### src/rtl/keypad_scanner.sv
// keypad_scanner: scans a 4x4 matrix keypad one column at a time. Each press
// and each release is debounced. Every accepted press produces one
// single-cycle tecla_valida pulse, and tecla carries the key code.
module keypad_scanner #(
  parameter int SCAN_DIV   = 50_000,  // cycles per column slot, >= 2
  parameter int DEB_CYCLES = 500_000  // stable cycles to accept press/release, >= 1
) (
  input  logic       clk,
  input  logic       reset,
  input  logic [3:0] fila,
  output logic [3:0] col,
  output logic [3:0] tecla,
  output logic       tecla_valida
);

  localparam int SW = $clog2(SCAN_DIV);
  localparam int DW = (DEB_CYCLES > 1) ? $clog2(DEB_CYCLES) : 1;

  typedef enum logic [1:0] {SCAN, DEB_PRESS, HOLD, DEB_REL} state_t;

  state_t        state, next_state;
  logic [3:0]    fila_m, fila_s;
  logic [3:0]    row_q;
  logic [SW-1:0] scan_cnt;
  logic [DW-1:0] deb_cnt;

  // Datapath strobes decoded from the current state and inputs
  logic scan_clr, scan_inc, deb_clr, deb_inc;
  logic capture, rotate, col_home, accept;

  logic       one_hot, scan_end, deb_end, row_match, rows_idle;
  logic [1:0] row_idx, col_idx;
  logic [3:0] key_code;

  assign one_hot   = (fila_s != 4'h0) && ((fila_s & (fila_s - 4'd1)) == 4'h0);
  assign scan_end  = (scan_cnt == SW'(SCAN_DIV - 1));
  assign deb_end   = (deb_cnt == DW'(DEB_CYCLES - 1));
  assign row_match = (fila_s == row_q);
  assign rows_idle = (fila_s == 4'h0);

  // Two-flop synchroniser bringing the asynchronous rows into the clk domain
  always_ff @(posedge clk or posedge reset) begin
    // NOTE: every clocked register uses non-blocking assignment so all flops
    // update from the pre-edge values regardless of statement order.
    if (reset) begin
      fila_m <= 4'h0;
      fila_s <= 4'h0;
    end else begin
      fila_m <= fila;
      fila_s <= fila_m;
    end
  end

  // State register
  always_ff @(posedge clk or posedge reset) begin
    if (reset) state <= SCAN;
    else       state <= next_state;
  end

  // Next-state logic
  always_comb begin
    // NOTE: default assignment first so no path through the case leaves
    // next_state unassigned, which would otherwise infer a latch.
    next_state = state;
    case (state)
      SCAN:      if (scan_end && one_hot) next_state = DEB_PRESS;
      DEB_PRESS: if (!row_match)          next_state = SCAN;
                 else if (deb_end)        next_state = HOLD;
      HOLD:      if (rows_idle)           next_state = DEB_REL;
      DEB_REL:   if (!rows_idle)          next_state = HOLD;
                 else if (deb_end)        next_state = SCAN;
      default:                            next_state = SCAN;
    endcase
  end

  // Output/control decode: tells the datapath what to do this cycle
  always_comb begin
    scan_clr = 1'b0;
    scan_inc = 1'b0;
    deb_clr  = 1'b0;
    deb_inc  = 1'b0;
    capture  = 1'b0;
    rotate   = 1'b0;
    col_home = 1'b0;
    accept   = 1'b0;
    case (state)
      SCAN: begin
        if (!scan_end) begin
          scan_inc = 1'b1;
        end else if (one_hot) begin
          capture = 1'b1;
          deb_clr = 1'b1;
        end else begin
          rotate   = 1'b1;
          scan_clr = 1'b1;
        end
      end
      DEB_PRESS: begin
        if (!row_match) begin
          rotate   = 1'b1;
          scan_clr = 1'b1;
        end else if (deb_end) begin
          accept = 1'b1;
        end else begin
          deb_inc = 1'b1;
        end
      end
      HOLD: begin
        if (rows_idle) deb_clr = 1'b1;
      end
      DEB_REL: begin
        if (rows_idle) begin
          if (deb_end) begin
            col_home = 1'b1;
            scan_clr = 1'b1;
          end else begin
            deb_inc = 1'b1;
          end
        end
      end
      default: ;
    endcase
  end

  // Key code lookup from the captured row and the frozen column
  always_comb begin
    row_idx = 2'd0;
    col_idx = 2'd0;
    for (int i = 0; i < 4; i++) begin
      if (row_q[i]) row_idx = 2'(i);
      if (col[i])   col_idx = 2'(i);
    end
    case ({row_idx, col_idx})
      4'h0: key_code = 4'h1;
      4'h1: key_code = 4'h2;
      4'h2: key_code = 4'h3;
      4'h3: key_code = 4'hA;
      4'h4: key_code = 4'h4;
      4'h5: key_code = 4'h5;
      4'h6: key_code = 4'h6;
      4'h7: key_code = 4'hB;
      4'h8: key_code = 4'h7;
      4'h9: key_code = 4'h8;
      4'hA: key_code = 4'h9;
      4'hB: key_code = 4'hC;
      4'hC: key_code = 4'hE;  // *
      4'hD: key_code = 4'h0;
      4'hE: key_code = 4'hF;  // #
      default: key_code = 4'hD;
    endcase
  end

  // Datapath: counters, column drive, captured row and the key event
  always_ff @(posedge clk or posedge reset) begin
    if (reset) begin
      scan_cnt     <= '0;
      deb_cnt      <= '0;
      row_q        <= 4'h0;
      col          <= 4'b0001;
      tecla        <= 4'h0;
      tecla_valida <= 1'b0;
    end else begin
      if (scan_clr)      scan_cnt <= '0;
      else if (scan_inc) scan_cnt <= scan_cnt + SW'(1);

      if (deb_clr)      deb_cnt <= '0;
      else if (deb_inc) deb_cnt <= deb_cnt + DW'(1);

      if (capture) row_q <= fila_s;

      if (col_home)    col <= 4'b0001;
      else if (rotate) col <= {col[2:0], col[3]};

      tecla_valida <= accept;
      if (accept) tecla <= key_code;
    end
  end

endmodule

### config.mk
export PLATFORM = sky130hd
export DESIGN_NAME = keypad_scanner
export DESIGN_NICKNAME = d
export VERILOG_FILES = /design/src/rtl/keypad_scanner.sv
export SDC_FILE = /design/constraint.sdc
export NUM_CORES = 1
export LEC_CHECK = 0
export CORE_ASPECT_RATIO = 0.6
export CORE_MARGIN = 4
export CORE_UTILIZATION = 47
export CTS_CLUSTER_SIZE = 24
export DETAILED_ROUTE_END_ITERATION = 10
export GPL_TIMING_DRIVEN = 0
export PLACE_DENSITY = 0.67
export SYNTH_ARGS = -nofsm -noshare
export SYNTH_HDL_FRONTEND = slang
export SYNTH_SLANG_ARGS = --single-unit
### constraint.sdc
create_clock -name clk -period 3.15 [get_ports clk]
set_clock_uncertainty 0.2 [all_clocks]
set_input_delay 0.4725 -clock clk [delete_from_list [all_inputs] [get_ports clk]]
set_output_delay 0.4725 -clock clk [all_outputs]
set_load 0.02 [all_outputs]
==> run metrics <==
status complete, no violations; Power Density between 400 and 500 nW/um^2; # port buffers 14; clk root buf clkbuf_8; Slew HR between 20 and 30%; drt pass-1 iters 5; Detailed Route Iter0 Violations 114; I/O pin cnt 15; endpoints failing setup 0; Total GRT Usage approximately a fifth; CTS buffer count 9; Chip Height between 70 and 80 microns; Required @ worst endpoint around 3.2 ns; Tmin final 2.56 ns; ranking of synthesized cells by area dfrtp_1, or4_1, a21oi_1; area share of the largest cell type after synthesis a little under half; Cell Area, Placed approximately 3400 sq um; floorplan row count 22; slowest CP cell or4_1; VDD IR max around 240 uV; setup TNS 0 ns; Crit Path Max Fanout 10; Area Growth Syn to Fin 14.9%; final worst slack 0.590 ns; global route overflow 0; startpoint class of the critical path register; Die Span X 114 microns; post-synth top area cell dfrtp_1; cts repair resizes 0; CP endpoint kind register; Fin. Hold Viols 0; vias in the first global route about 2.4k; Finished Core Util 57.3%; RSZ-0062 raised after global routing false; drt total wl between 6000 and 7000 microns; slew at the pin closest to its max-slew limit between 1 and 1.5 ns; Post-Synthesis Cell Area roughly 3100 sq um; post-synthesis sequential area ratio a little under half; post-route ant nets 0; Vias 2475; Max Cap Violations 0; pre-CTS WS slightly above 0.6 ns; prevailing post-synth register cell dfrtp_1; hold_buf cts 0; Design Area, Final about 3600 sq um; Synth Register Bits 58; syn avg cell area a little over 10 sq um; clock slew at reported path FFs 0.06 ns; Crit path arrival time roughly 2.6 ns; pin count of the biggest net entering global routing 36; Unique masters post-synth between 40 and 50; gpl congestion roughly 0.83; H-tree depth 3; syn nets around 320; CP top delay family simple AND/OR/NAND/NOR gates; Warnings, synthesis 0; share of post-route cells with drive strength above 1 around 16%; CP Class reg2reg; EDFF count, synth 0; first-pass GRT wire length 12000 microns; post-synthesis cell count about 310; final period utilization approximately 80%; Clock Path Buffers 2; max-slew violations 0; fmax 0.391 GHz; fraction of registers with async set/reset 100%; vias per cell around 5.8; initial core utilization around half; clk_lat worst skew around 0.35 ns; postcts setup bufs 0; leakage power between 0.0015 and 0.002 uW; drt wl/cell 16.1 microns; hpwl dp around 4800 microns; CTS tree built; full die area between 8000 and 9000 sq um; antenna violations before repair 0; Post-route DRC 0; Final Net Count 350; crit-path cells clkbuf_1, xor2_1, a211o_1, or4_1, buf_2, nand3_2, buf_4, nor2_1; Core ar. 6300 sq um; Max stage delay on crit path between 0.5 and 0.6 ns; Tightest Hold Check Type reg2reg; clk sink count a little under 60; ant diodes 0; CP Buf/Inv Count 3
Yosys cell counts (all sizes together) (4+ instances only):
cell and number:
a21oi 23, and3 16, buf 9, clkbuf 10, dfrtp 57, ha 7
inv 12, mux2 9, nand2 17, nand3 15, nand4 14, nor2 20
nor3 4, nor4 5, nor4b 6, o21ai 5, o31ai 15, or3 4
or4 16, xnor2 10, xor2 10
flip-flops by register name, summed over array words and instances, names as in the netlist:
register / cells
col: 4
deb_cnt: 19
fila_m: 4
fila_s: 4
row_q: 4
scan_cnt: 16
state: 2
tecla: 4
tecla_valida: 1
per-stage QoR:
stage	std cells	total power [uW]	hold WS, ns
detailed placement	410	808	0.136
finish	426	1500	0.150
CTS	426	1520	0.152
global route	426	1560	0.158
global placement	409	804	0.132
floorplan	311	790	0.131
where the power goes:
group | internal (uW) | switching [uW] | leakage [uW]
clock network | 403 | 304 | 0.000105
logic | 14.1 | 25.6 | 0.000679
registers | 750 | 3.47 | 0.000774
path summary, 6_finish.rpt:
kind                                                 to  slack, ns           startpoint  cells past startpoint
worst max register to register  scan_cnt[7]$_DFFE_PP0P_       0.59  fila_s[3]$_DFF_PP0_                      8
worst min register to register      fila_s[3]$_DFF_PP0_       0.15  fila_m[3]$_DFF_PP0_                      0
worst min-delay path                fila_s[3]$_DFF_PP0_       0.15  fila_m[3]$_DFF_PP0_                      0
min in group asynchronous        deb_cnt[4]$_DFFE_PP0P_       0.28                reset                      2
worst max-delay path            scan_cnt[7]$_DFFE_PP0P_       0.59  fila_s[3]$_DFF_PP0_                      8
max in group asynchronous            col[0]$_DFFE_PP1P_       1.83                reset                      3
area by class of cell:
cell class,count,area [sq um]
fillers,558,2690
clock buffers,11,151
plain buffers,19,106
flip-flops and latches,58,1450
multi-input cells,222,1540
inverters,12,45.0
well taps,84,105
clock inverters,5,52.6
repair buffers,15,160
placed cells by master, fill, tap and decap left out, types with 3 or more instances in the layout:
cell             instances
nand4_1                 12
clkbuf_8                11
and4_1                   3
clkdlybuf4s50_1         14
nand3_1                 13
and3_1                  14
inv_1                   11
nor4_1                   4
dfrtp_1                 57
or4_1                   16
xor2_1                  10
xnor2_1                 10
o31ai_1                 15
clkinv_2                 3
nor4b_1                  4
nand2_1                 16
or3_1                    3
nor2_1                  20
buf_2                    5
clkbuf_1                 8
nor3_1                   4
a21oi_1                 23
buf_6                    3
ha_1                     7
o21ai_0                  5
mux2_2                   9
nor2b_1                  3
cell families (layout without fill, tap and decap cells):
logic type | Yosys count | in the layout | synth area share [%]
XOR/XNOR | 20 | 20 | 5.58
AO/OA/AOI/OAI | 53 | 53 | 10.7
multiplexers | 11 | 11 | 3.86
AND/OR/NAND/NOR | 131 | 131 | 26.0
flip-flops | 58 | 58 | 46.2
buffers and inverters | 31 | 62 | 4.82
adder cells (fa/ha/maj) | 7 | 7 | 2.79
metal layers:
metal  GRT usage, %  share of wire [%]
met1           28.8                 54
met3           7.93                6.7
met4           5.87                1.2
met2           24.5                 38
met5              0                  0
(Power assumes the default switching activity.)
==> RTL change: new RTL, config.mk and constraints unchanged <==
Set the parameter `DEB_CYCLES` to 1_000_000 (it was 500_000).
--- a/src/rtl/keypad_scanner.sv
+++ b/src/rtl/keypad_scanner.sv
@@ -3,7 +3,7 @@
 // single-cycle tecla_valida pulse, and tecla carries the key code.
 module keypad_scanner #(
   parameter int SCAN_DIV   = 50_000,  // cycles per column slot, >= 2
-  parameter int DEB_CYCLES = 500_000  // stable cycles to accept press/release, >= 1
+  parameter int DEB_CYCLES = 1_000_000  // stable cycles to accept press/release, >= 1
 ) (
   input  logic       clk,
   input  logic       reset,
Function: no difference found for any inputs over 10 cycles, from zero or initial values and one cycle with reset high; that may be too few to reach the edited logic, so the function may still have changed.
==> RTL change against the unedited design <==
Wire length rose by 21%; sequential cell count rose by 1; via count rose by 17%; power rose by 25%; area after synthesis rose by 6.0%; design area rose by 8.8%; worst setup slack got worse by 0.0027 ns; largest power group is now clock.
==> RTL change: results (changes against the unedited design) <==
stage	metric	value	unit	change
global_routing	grt_max_degree	42		was 36
layout	reg_top3	deb_cnt (20), scan_cnt (16)		was deb_cnt (19), scan_cnt (16)
route	drt_iter0_markers	301		was 114
worst_setup_path	reg2reg_from	scan_cnt[4]$_DFFE_PP0P_		was fila_s[3]$_DFF_PP0_
pwr	peakVddDrop	0.000279	V	was 0.000238 V
clock_network	cts-root-buf	clkbuf_16		was clkbuf_8
pwr	p_leak	0.00156	uW	about the same
global_routing	grt_pass1_vias	2624		was 2395
placement	post-place-cells	442		was 410
logic_synthesis	synth_area_leaders	dfrtp_1 44%, xnor2_1 5.3%, a21oi_1 3.5%		was dfrtp_1 45%, or4_1 3.8%, a21oi_1 3.7%
worst_setup_path	crit_path_end	deb_cnt[7]$_DFFE_PP0P_		was scan_cnt[7]$_DFFE_PP0P_
clock_network	insertion_delay	0.33	ns	was 0.35 ns
status	outcome	complete, no violations		unchanged
layout	fin_nets	379		was 350
placement	gp_congestion	0.871		was 0.834
logic_synthesis	yosys.cell_types.count	52		was 49
logic_synthesis	ys_seq_area_share	44.4	%	was 46.2%
layout	drive_gt1_share	12.4	%	was 16.4%
timing	whs	0.146	ns	was 0.150 ns
route	routedWlPerCell	18.1	um	was 16.1 um
timing	maxSlewHeadroom	47.2	%	was 29.7%
global_routing	grt_pass1_wl	13800	um	was 12000 um
worst_setup_path	reg2reg_slack	0.59	ns	
logic_synthesis	yosys-top-cells-count	58 x dfrtp_1, 23 x a21oi_1, 23 x nor3_1, 20 x xnor2_1, 19 x nand2_1		was 57 x dfrtp_1, 23 x a21oi_1, 20 x nor2_1, 16 x nand2_1, 16 x or4_1
worst_setup_path	critPathArrivalTime	2.56	ns	was 2.60 ns
route	vias	2906		was 2475
global_routing	track_usage	21.4	%	was 19.1%
logic_synthesis	syn_nets	353		was 324
layout	instances_no_fill	458		was 426
worst_setup_path	r2r_cells	6		was 8
placement	hpwl	5880	um	was 4800 um
logic_synthesis	syn_inst	340		was 311
RTL change: metal layers:
layer / vias up / GRT usage, % / share of wire (%)
met5: - / 0 / 0
met4: 0 / 6.23 / 1.4
met3: 14 / 5.72 / 8.5
met2: 146 / 27.2 / 39
met1: 1409 / 34.5 / 51
li1: 1337 / - / -
RTL change: report_power, final:
group          leakage, uW  internal [uW]  switching (uW)
Clock             0.000155            713             352
Sequential        0.000788            764            5.42
Combinational     0.000616           13.2            25.3
RTL change: kinds of logic after synthesis:
family | count (synthesis) | synth area share (%)
and+or+nand+nor | 152 | 28.7
AOI/OAI and AO/OA | 64 | 11.9
DFF | 59 | 44.4
buffers and inverters | 28 | 3.79
xor gates and xnor gates | 20 | 5.26
muxes | 10 | 3.27
adders and majority gates | 7 | 2.63
RTL change: worst min path at each step:
stage	startpoint	cells past startpoint	to
finish	fila_m[0]$_DFF_PP0_	0	fila_s[0]$_DFF_PP0_
global route	fila_m[2]$_DFF_PP0_	0	fila_s[2]$_DFF_PP0_
detailed placement	fila_m[1]$_DFF_PP0_	0	fila_s[1]$_DFF_PP0_
floorplan	fila_m[0]$_DFF_PP0_	0	fila_s[0]$_DFF_PP0_
CTS	fila_m[2]$_DFF_PP0_	0	fila_s[2]$_DFF_PP0_
global placement	fila_m[0]$_DFF_PP0_	0	fila_s[0]$_DFF_PP0_
RTL change: metrics by stage:
stage | utilization [%] | area [um2] | setup TNS [ns] | total power (uW) | setup WS, ns
2_1_floorplan | - | 3330 | 0 | 803 | 0.877
3_3_place_gp | 52.9 | 3580 | -5.94 | 818 | -0.107
3_5_place_dp | 53.2 | 3600 | 0 | 822 | 0.624
4_1_cts | 58.1 | 3930 | 0 | 1890 | 0.606
5_1_grt | 58.1 | 3930 | 0 | 1930 | 0.456
6_report | 58.1 | 3930 | 0 | 1870 | 0.588
RTL change: critical path: stages (launching register included):
cell	delay, ns
dfrtp_1	0.44
or4_4	0.57
nor4_4	0.51
nand4_4	0.25
nand2_4	0.23
buf_6	0.17
a21oi_1	0.06
RTL change: final cells by class:
cell class / count / area [um2]
fillers: 586 / 2840
plain buffers: 17 / 85.1
flip-flops and latches: 59 / 1480
clock inverters: 6 / 88.8
clock buffers: 10 / 239
inverters: 11 / 41.3
repair buffers: 15 / 160
multi-input cells: 253 / 1730
well taps: 87 / 109
